==> src/rtl/keypad_scan_ctrl.sv <==
// 4x4 active-low keypad scanner: tick divider, row stepping, press/release debounce, valid/ready key out.
// Optional auto-repeat while a key is held: define KEYPAD_TYPEMATIC_EN.
module keypad_scan_ctrl #(
    parameter int unsigned TICK_DIV       = 100000,
    parameter int unsigned DEBOUNCE_TICKS = 4,
    parameter int unsigned REPEAT_DELAY   = 500,
    parameter int unsigned REPEAT_RATE    = 100
) (
    input  logic       clk,
    input  logic       rst,
    input  logic [3:0] col_in,
    output logic [3:0] row_out,
    output logic [3:0] key_code,
    output logic       key_valid,
    input  logic       key_ready,
    output logic       overflow,
    output logic       scan_tick
);

    localparam logic [27:0] TICK_MAX = 28'(TICK_DIV - 1);
    localparam logic [3:0]  DB_N     = 4'(DEBOUNCE_TICKS);

    typedef enum logic [1:0] {SCAN, PRESS_DB, HOLD} state_t;

    state_t      state, state_d;
    logic [27:0] tick_cnt;
    logic [3:0]  sync1, col_s;
    logic [1:0]  row_idx, row_idx_d;
    logic [1:0]  key_col, key_col_d, low_col;
    logic [3:0]  pat, pat_d;
    logic [3:0]  dbcnt, dbcnt_d;
    logic [3:0]  relcnt, relcnt_d;
    logic        idle_cols;
    logic        push;
    logic [3:0]  push_code;

`ifdef KEYPAD_TYPEMATIC_EN
    localparam logic [15:0] REP_DLY = 16'(REPEAT_DELAY);
    localparam logic [15:0] REP_RT  = 16'(REPEAT_RATE);
    logic [15:0] rep_cnt, rep_cnt_d;
    logic        rep_first, rep_first_d;
`endif

    assign scan_tick = (tick_cnt == TICK_MAX);
    assign row_out   = ~(4'b0001 << row_idx);
    assign idle_cols = (col_s == 4'hF);

    // Lowest-index low column wins when several keys share a row.
    always_comb begin
        low_col = 2'd3;
        casez (col_s)
            4'b???0: low_col = 2'd0;
            4'b??01: low_col = 2'd1;
            4'b?011: low_col = 2'd2;
            default: low_col = 2'd3;
        endcase
    end

    always_comb begin
        state_d   = state;
        row_idx_d = row_idx;
        key_col_d = key_col;
        pat_d     = pat;
        dbcnt_d   = dbcnt;
        relcnt_d  = relcnt;
        push      = 1'b0;
        push_code = {row_idx, key_col};
        if (scan_tick) begin
            unique case (state)
                SCAN: begin
                    if (!idle_cols) begin
                        pat_d     = col_s;
                        key_col_d = low_col;
                        dbcnt_d   = 4'd1;
                        if (DB_N == 4'd1) begin
                            state_d   = HOLD;
                            relcnt_d  = '0;
                            push      = 1'b1;
                            push_code = {row_idx, low_col};
                        end else begin
                            state_d = PRESS_DB;
                        end
                    end else begin
                        row_idx_d = row_idx + 2'd1;
                    end
                end
                PRESS_DB: begin
                    if (col_s == pat) begin
                        dbcnt_d = dbcnt + 4'd1;
                        if (dbcnt + 4'd1 == DB_N) begin
                            state_d  = HOLD;
                            relcnt_d = '0;
                            push     = 1'b1;
                        end
                    end else begin
                        state_d   = SCAN;
                        row_idx_d = row_idx + 2'd1;
                    end
                end
                HOLD: begin
                    if (idle_cols) begin
                        relcnt_d = relcnt + 4'd1;
                        if (relcnt + 4'd1 == DB_N) begin
                            state_d   = SCAN;
                            row_idx_d = row_idx + 2'd1;
                        end
                    end else begin
                        relcnt_d = '0;
                    end
                end
                default: state_d = SCAN;
            endcase
        end

`ifdef KEYPAD_TYPEMATIC_EN
        rep_cnt_d   = rep_cnt;
        rep_first_d = rep_first;
        if (state_d == HOLD && state != HOLD) begin
            rep_cnt_d   = '0;
            rep_first_d = 1'b1;
        end else if (scan_tick && state == HOLD) begin
            if (idle_cols) begin
                rep_cnt_d   = '0;
                rep_first_d = 1'b1;
            end else if (rep_cnt + 16'd1 == (rep_first ? REP_DLY : REP_RT)) begin
                push        = 1'b1;
                rep_cnt_d   = '0;
                rep_first_d = 1'b0;
            end else begin
                rep_cnt_d = rep_cnt + 16'd1;
            end
        end
`endif
    end

    always_ff @(posedge clk) begin
        if (rst) begin
            tick_cnt  <= '0;
            sync1     <= 4'hF;
            col_s     <= 4'hF;
            state     <= SCAN;
            row_idx   <= '0;
            key_col   <= '0;
            pat       <= 4'hF;
            dbcnt     <= '0;
            relcnt    <= '0;
            key_code  <= '0;
            key_valid <= 1'b0;
            overflow  <= 1'b0;
        end else begin
            tick_cnt <= scan_tick ? '0 : tick_cnt + 28'd1;
            sync1    <= col_in;
            col_s    <= sync1;
            state    <= state_d;
            row_idx  <= row_idx_d;
            key_col  <= key_col_d;
            pat      <= pat_d;
            dbcnt    <= dbcnt_d;
            relcnt   <= relcnt_d;
            // A push into a slot being drained this cycle is accepted, not dropped.
            if (push) begin
                if (!key_valid || key_ready) begin
                    key_code  <= push_code;
                    key_valid <= 1'b1;
                end else begin
                    overflow <= 1'b1;
                end
            end else if (key_valid && key_ready) begin
                key_valid <= 1'b0;
            end
        end
    end

`ifdef KEYPAD_TYPEMATIC_EN
    always_ff @(posedge clk) begin
        if (rst) begin
            rep_cnt   <= '0;
            rep_first <= 1'b1;
        end else begin
            rep_cnt   <= rep_cnt_d;
            rep_first <= rep_first_d;
        end
    end
`endif

endmodule

==> config.mk <==
export PLATFORM = sky130hd
export DESIGN_NAME = keypad_scan_ctrl
export DESIGN_NICKNAME = d
export VERILOG_FILES = /design/src/rtl/keypad_scan_ctrl.sv
export SDC_FILE = /design/constraint.sdc
export NUM_CORES = 1
export LEC_CHECK = 0
export BUFFER_PORTS_ARGS = -buffer_cell sky130_fd_sc_hd__buf_2
export CAP_MARGIN = 15
export CORE_ASPECT_RATIO = 1.75
export CORE_MARGIN = 3
export CORE_UTILIZATION = 46
export DETAILED_ROUTE_END_ITERATION = 10
export PLACE_DENSITY = 0.6
export SLEW_MARGIN = 30
export SYNTH_ARGS = -nofsm -noshare
export SYNTH_HDL_FRONTEND = slang
export SYNTH_SLANG_ARGS = --single-unit
export TNS_END_PERCENT = 30
==> constraint.sdc <==
create_clock -name clk -period 3.55 [get_ports clk]
set_input_delay 0.5325 -clock clk [delete_from_list [all_inputs] [get_ports clk]]
set_output_delay 0.5325 -clock clk [all_outputs]
set_load 0.02 [all_outputs]
After elaboration in Yosys (flattened, before gate mapping)
Index checks and enable logic that the tools add are counted.

word-level totals
  output and inout port bits = 11
  word-level logic and storage cells = 82
  register bits = 60

operators by class
  mux-type cells = 26
  add/subtract/negate cells = 4
  equal/unequal tests = 18
  shifts and indexed selects = 1
  reduce and logical (&&, ||, !) cells = 17
  bitwise logic cells = 4

operator list
  cell                                              count
  adder 28 x 1 -> 28 bit (second input constant)    1
  == test 28 x 17 -> 1 bit (second input constant)  1
  two-way mux 4 bit                                 5
  two-way mux 2 bit                                 9
  case mux 2 bit (3 select lines)                   3
  case mux 4 bit (2 select lines)                   2
  != test 2 bit (second input constant)             7
  adder 4 x 1 -> 4 bit (second input constant)      2
  == test 4 x 3 -> 1 bit (second input constant)    2
  AND reduction 4 bit                               2
  two-way mux 1 bit                                 7
  AND reduction 2 bit                               3
  AND reduction 6 bit                               1
  nonzero test 2 bit                                3
  AND reduction 5 bit                               1
  == test 2 x 1 -> 1 bit (second input constant)    2
  == test 4 bit                                     1
  == test 4 bit (second input constant)             1
  inverter 4 bit                                    1
  left shift 1 x 2 -> 4 bit (first input constant)  1
  == test 3 x 2 -> 1 bit (second input constant)    1
  != test 3 bit (second input constant)             1
  inverter 1 bit                                    3
  AND reduction 3 bit                               1
  other kinds (9)                                   9

Logic depth before layout (Yosys ltp)
  word-level depth = 8
  gate-level depth with buffers = 8

Worst setup path after synthesis
OpenSTA, ideal clock, no wires.

  path type = register -> register
  start = reg tick_cnt[0]
  end = reg tick_cnt[16]
  period minus slack after synthesis = 1.899 ns
  arrival time = 1.784 ns
  path slack = 1.651 ns
  cell stages (with the launch flop) = 9
  data required time = 3.435 ns
  setup time = 0.115 ns
  cell sequence = dfxtp_1 -> ha_1 -> and3_1 -> nand3_1 -> nor2_1 -> or2_2 -> buf_4 -> buf_4 -> nor2_1

between the ends
  word-level cells in the longest chain between the ends = 2
  elaborated cells on any way between the ends = 3
  those cells by class = add/sub (1); eq/ne (1); reduce/logical (1)

ends and longest elaborated chain
  item                                 RTL line  source
  start, declared                      26        logic [27:0] tick_cnt;
  start signal, assigned               151       tick_cnt <= scan_tick ? '0 : tick_cnt + 28'd1;
  == test 28 x 17 -> 1 bit             44        assign scan_tick = (tick_cnt == TICK_MAX);
  named net scan_tick                  17        output logic scan_tick
  OR reduction 2 bit (no source line)  n/a

The timed path passes the listed nets, and every way through them passes these cells.
A chain may end at the register's enable or synchronous reset.

Worst setup path after layout
  start = reg tick_cnt[0]
  end = out scan_tick

between the ends
  word-level cells in the longest chain between the ends = 1

ends and longest elaborated chain
  item                      RTL line
  == test 28 x 17 -> 1 bit  44
  end, declared             17

No other way between the ends.

==> results.cfg <==
[run_status]
status = completed

[worst_setup_path]
worstSetupPathType = register to output port
critical_path_buf_inv_count = 1
cp_max_fo = 5
crit_slowest_cell = dfxtp_1
crit_start = tick_cnt[0]
crit_arrival_ns = 1.81
crit_chain = ha_1 -> and3_1 -> nand3_1 -> nor2_1 -> buf_2
worstRegToRegCells = 6
worst-path-stages = 5
r2r_setup_slack_ns = 1.47
end_kind = output port
worst_r2r_startpoint = tick_cnt[0]
required_ns = 3.02
start_kind = register
slowest_delay_ns = 0.36
crit_end = scan_tick
critPathTopFamily = simple AND/OR/NAND/NOR gates
r2r-end = key_code[3]

[pwr]
p_per_area_nw_per_um2 = 424
p_leak_nw = 1.12
ir_worst_vdd_mv = 0.213

[grt]
antenna_found_initial = 0
grt_pass1_wl_mm = 9.77
grt_max_degree = 34
grt_pass1_vias = 2170
overflow = 0
grt_usage_pct = 18.2

[logic_synthesis]
synth_ff_type = dfxtp_1
yosysMostFrequentCell = dfxtp_1
ys_seq_area_share_pct = 42.8
synth-edff-count = 0
syn_inst = 310
ys_types = 40
synth_fp_nets = 324
yosys_warnings = 0
synth_commonest_cells = dfxtp_1, nor2_1, a21oi_1
synthesis.area_um2 = 2810
synth-seq-cells = 60
synth-async-reset-ratio_pct = 0
syn_avg_cell_area_um2 = 9.06
yosys.area.top_type = dfxtp_1
post-synth-top-area-fraction_pct = 42.8
yosys-top-cells-area = dfxtp_1, nor2_1, xor2_1

[worst_hold_path]
hold_class = input port to register

[sta]
holdWs_ns = 0.375
slew_headroom_pct = 53.3
fmaxAchievable_mhz = 426
hold_viol_final = 0
fin_crit_ns = 2.35
skew_ns = 0.00852
grt_setup_unrepaired = no
min_period_over_period_pct = 66.1
slew_violations = 0
setup_tns_ns = 0
finalSetupViolCount = 0
tightest_slew_ns = 0.697

[flow_run]
cap_violations = 0

[detailed_routing]
vias = 2215
drt-vias-per-instance = 5.39
ant_nets = 0
routed_wl_mm = 5.74
drt_iter0_drc = 143
first_pass_iters = 4
drc_errors = 0
wire_per_inst_um = 14.0

[final_layout]
multi_input_area_um2 = 1530
syn2layout_area_growth_pct = 11.8
layout-drive-gt1-share_pct = 15.9
antenna_cells = 0
fillers = 544
register_area_um2 = 1200
nets = 344

[placed_design]
port_buffers = 17
gp_congestion = 0.823
dp_hpwl_mm = 4.04

[cts]
cts_tree = built
cts-buffers-inserted = 9
cts.sinks = 60
clk_path_buf_depth = 2
cts_resized = 0
path_clk_slew_ns = 0.06
post_cts_buffers = 0
cts_root_buffer = clkbuf_8
htreeDepth = 3
clk_latency_ns = 0.34
hold_buffers = 0

[die]
num_rows = 37
io_pins = 18
dieHeight_um = 109
die-area_um2 = 7120
design.core.area_um2 = 5880
start_util_pct = 47.8
die_w_um = 65.1
## cell families after synthesis
family	synth area share, %
AOI/OAI and AO/OA	10.4
xor gates and xnor gates	9.35
adders and majority gates	3.12
buffers and inverters	2.81
DFF	42.8
and+or+nand+nor	31.5
## worst min-delay path by stage
stage / startpoint / to / slack [ns] / depth (start not counted)
floorplan: sync1[0] / col_s[0] / 0.39 / 1
global placement: sync1[0] / col_s[0] / 0.39 / 1
detailed placement: sync1[3] / col_s[3] / 0.39 / 1
CTS: col_in[1] / sync1[1] / 0.35 / 2
global route: col_in[1] / sync1[1] / 0.36 / 2
finish: col_in[1] / sync1[1] / 0.37 / 2
## per-layer routing
metal  global-route usage, %  part of all wire (%)
met5                       0                     0
met2                    32.1                    54
met4                    12.0                   2.9
met1                    18.8                    40
met3                    4.40                   3.1
## cell type report
type	count	area share (%)
multi-input combinational	232	48.7
sequential	60	38.2
clock buffer	12	4.94
tap	78	3.11
timing repair buffer	17	2.71
inverter	10	1.20
clock inverter	2	1.12
## sequential cells by signal, indices dropped and copies added (netlist names), 4 cells and up
signal	count
pat	4
key_code	4
relcnt	4
tick_cnt	28
col_s	4
dbcnt	4
sync1	4
## stage by stage
stage	total power, mW	worst slack [ns]	std cells	area, µm²	utilization [%]
floorplan	0.733	1.65	310	2810	-
CTS	1.36	1.19	411	3140	53.4
global placement	0.744	1.54	397	2950	50.2
detailed placement	0.745	1.45	397	2950	50.2
finish	1.33	1.20	411	3140	53.4
global route	1.38	1.05	411	3140	53.4
## cells in the final DEF (no fill, tap or decap), types with 3 or more instances in the layout
cell type   n
a211o_1     4
a211oi_1    3
a21oi_1    21
a31oi_1     3
and2_1      3
and3_1      6
and4_1      5
buf_2      17
clkbuf_8   11
dfxtp_1    60
ha_1        7
inv_1      10
nand2_1    13
nand2b_1    3
nand3_1    15
nand4_1    17
nor2_1     39
nor2b_1     7
nor3_1      6
nor4_2      3
o21ai_0    10
o21ai_1     7
or2_2      10
xnor2_1    14
xor2_1     16
## power breakdown
part / internal, mW / switching (mW)
Clock: 0.354 / 0.247
Combinational: 0.0148 / 0.0290
Sequential: 0.680 / 0.00542
Total: 1.05 / 0.281
Power figures use the tool's default switching activity.
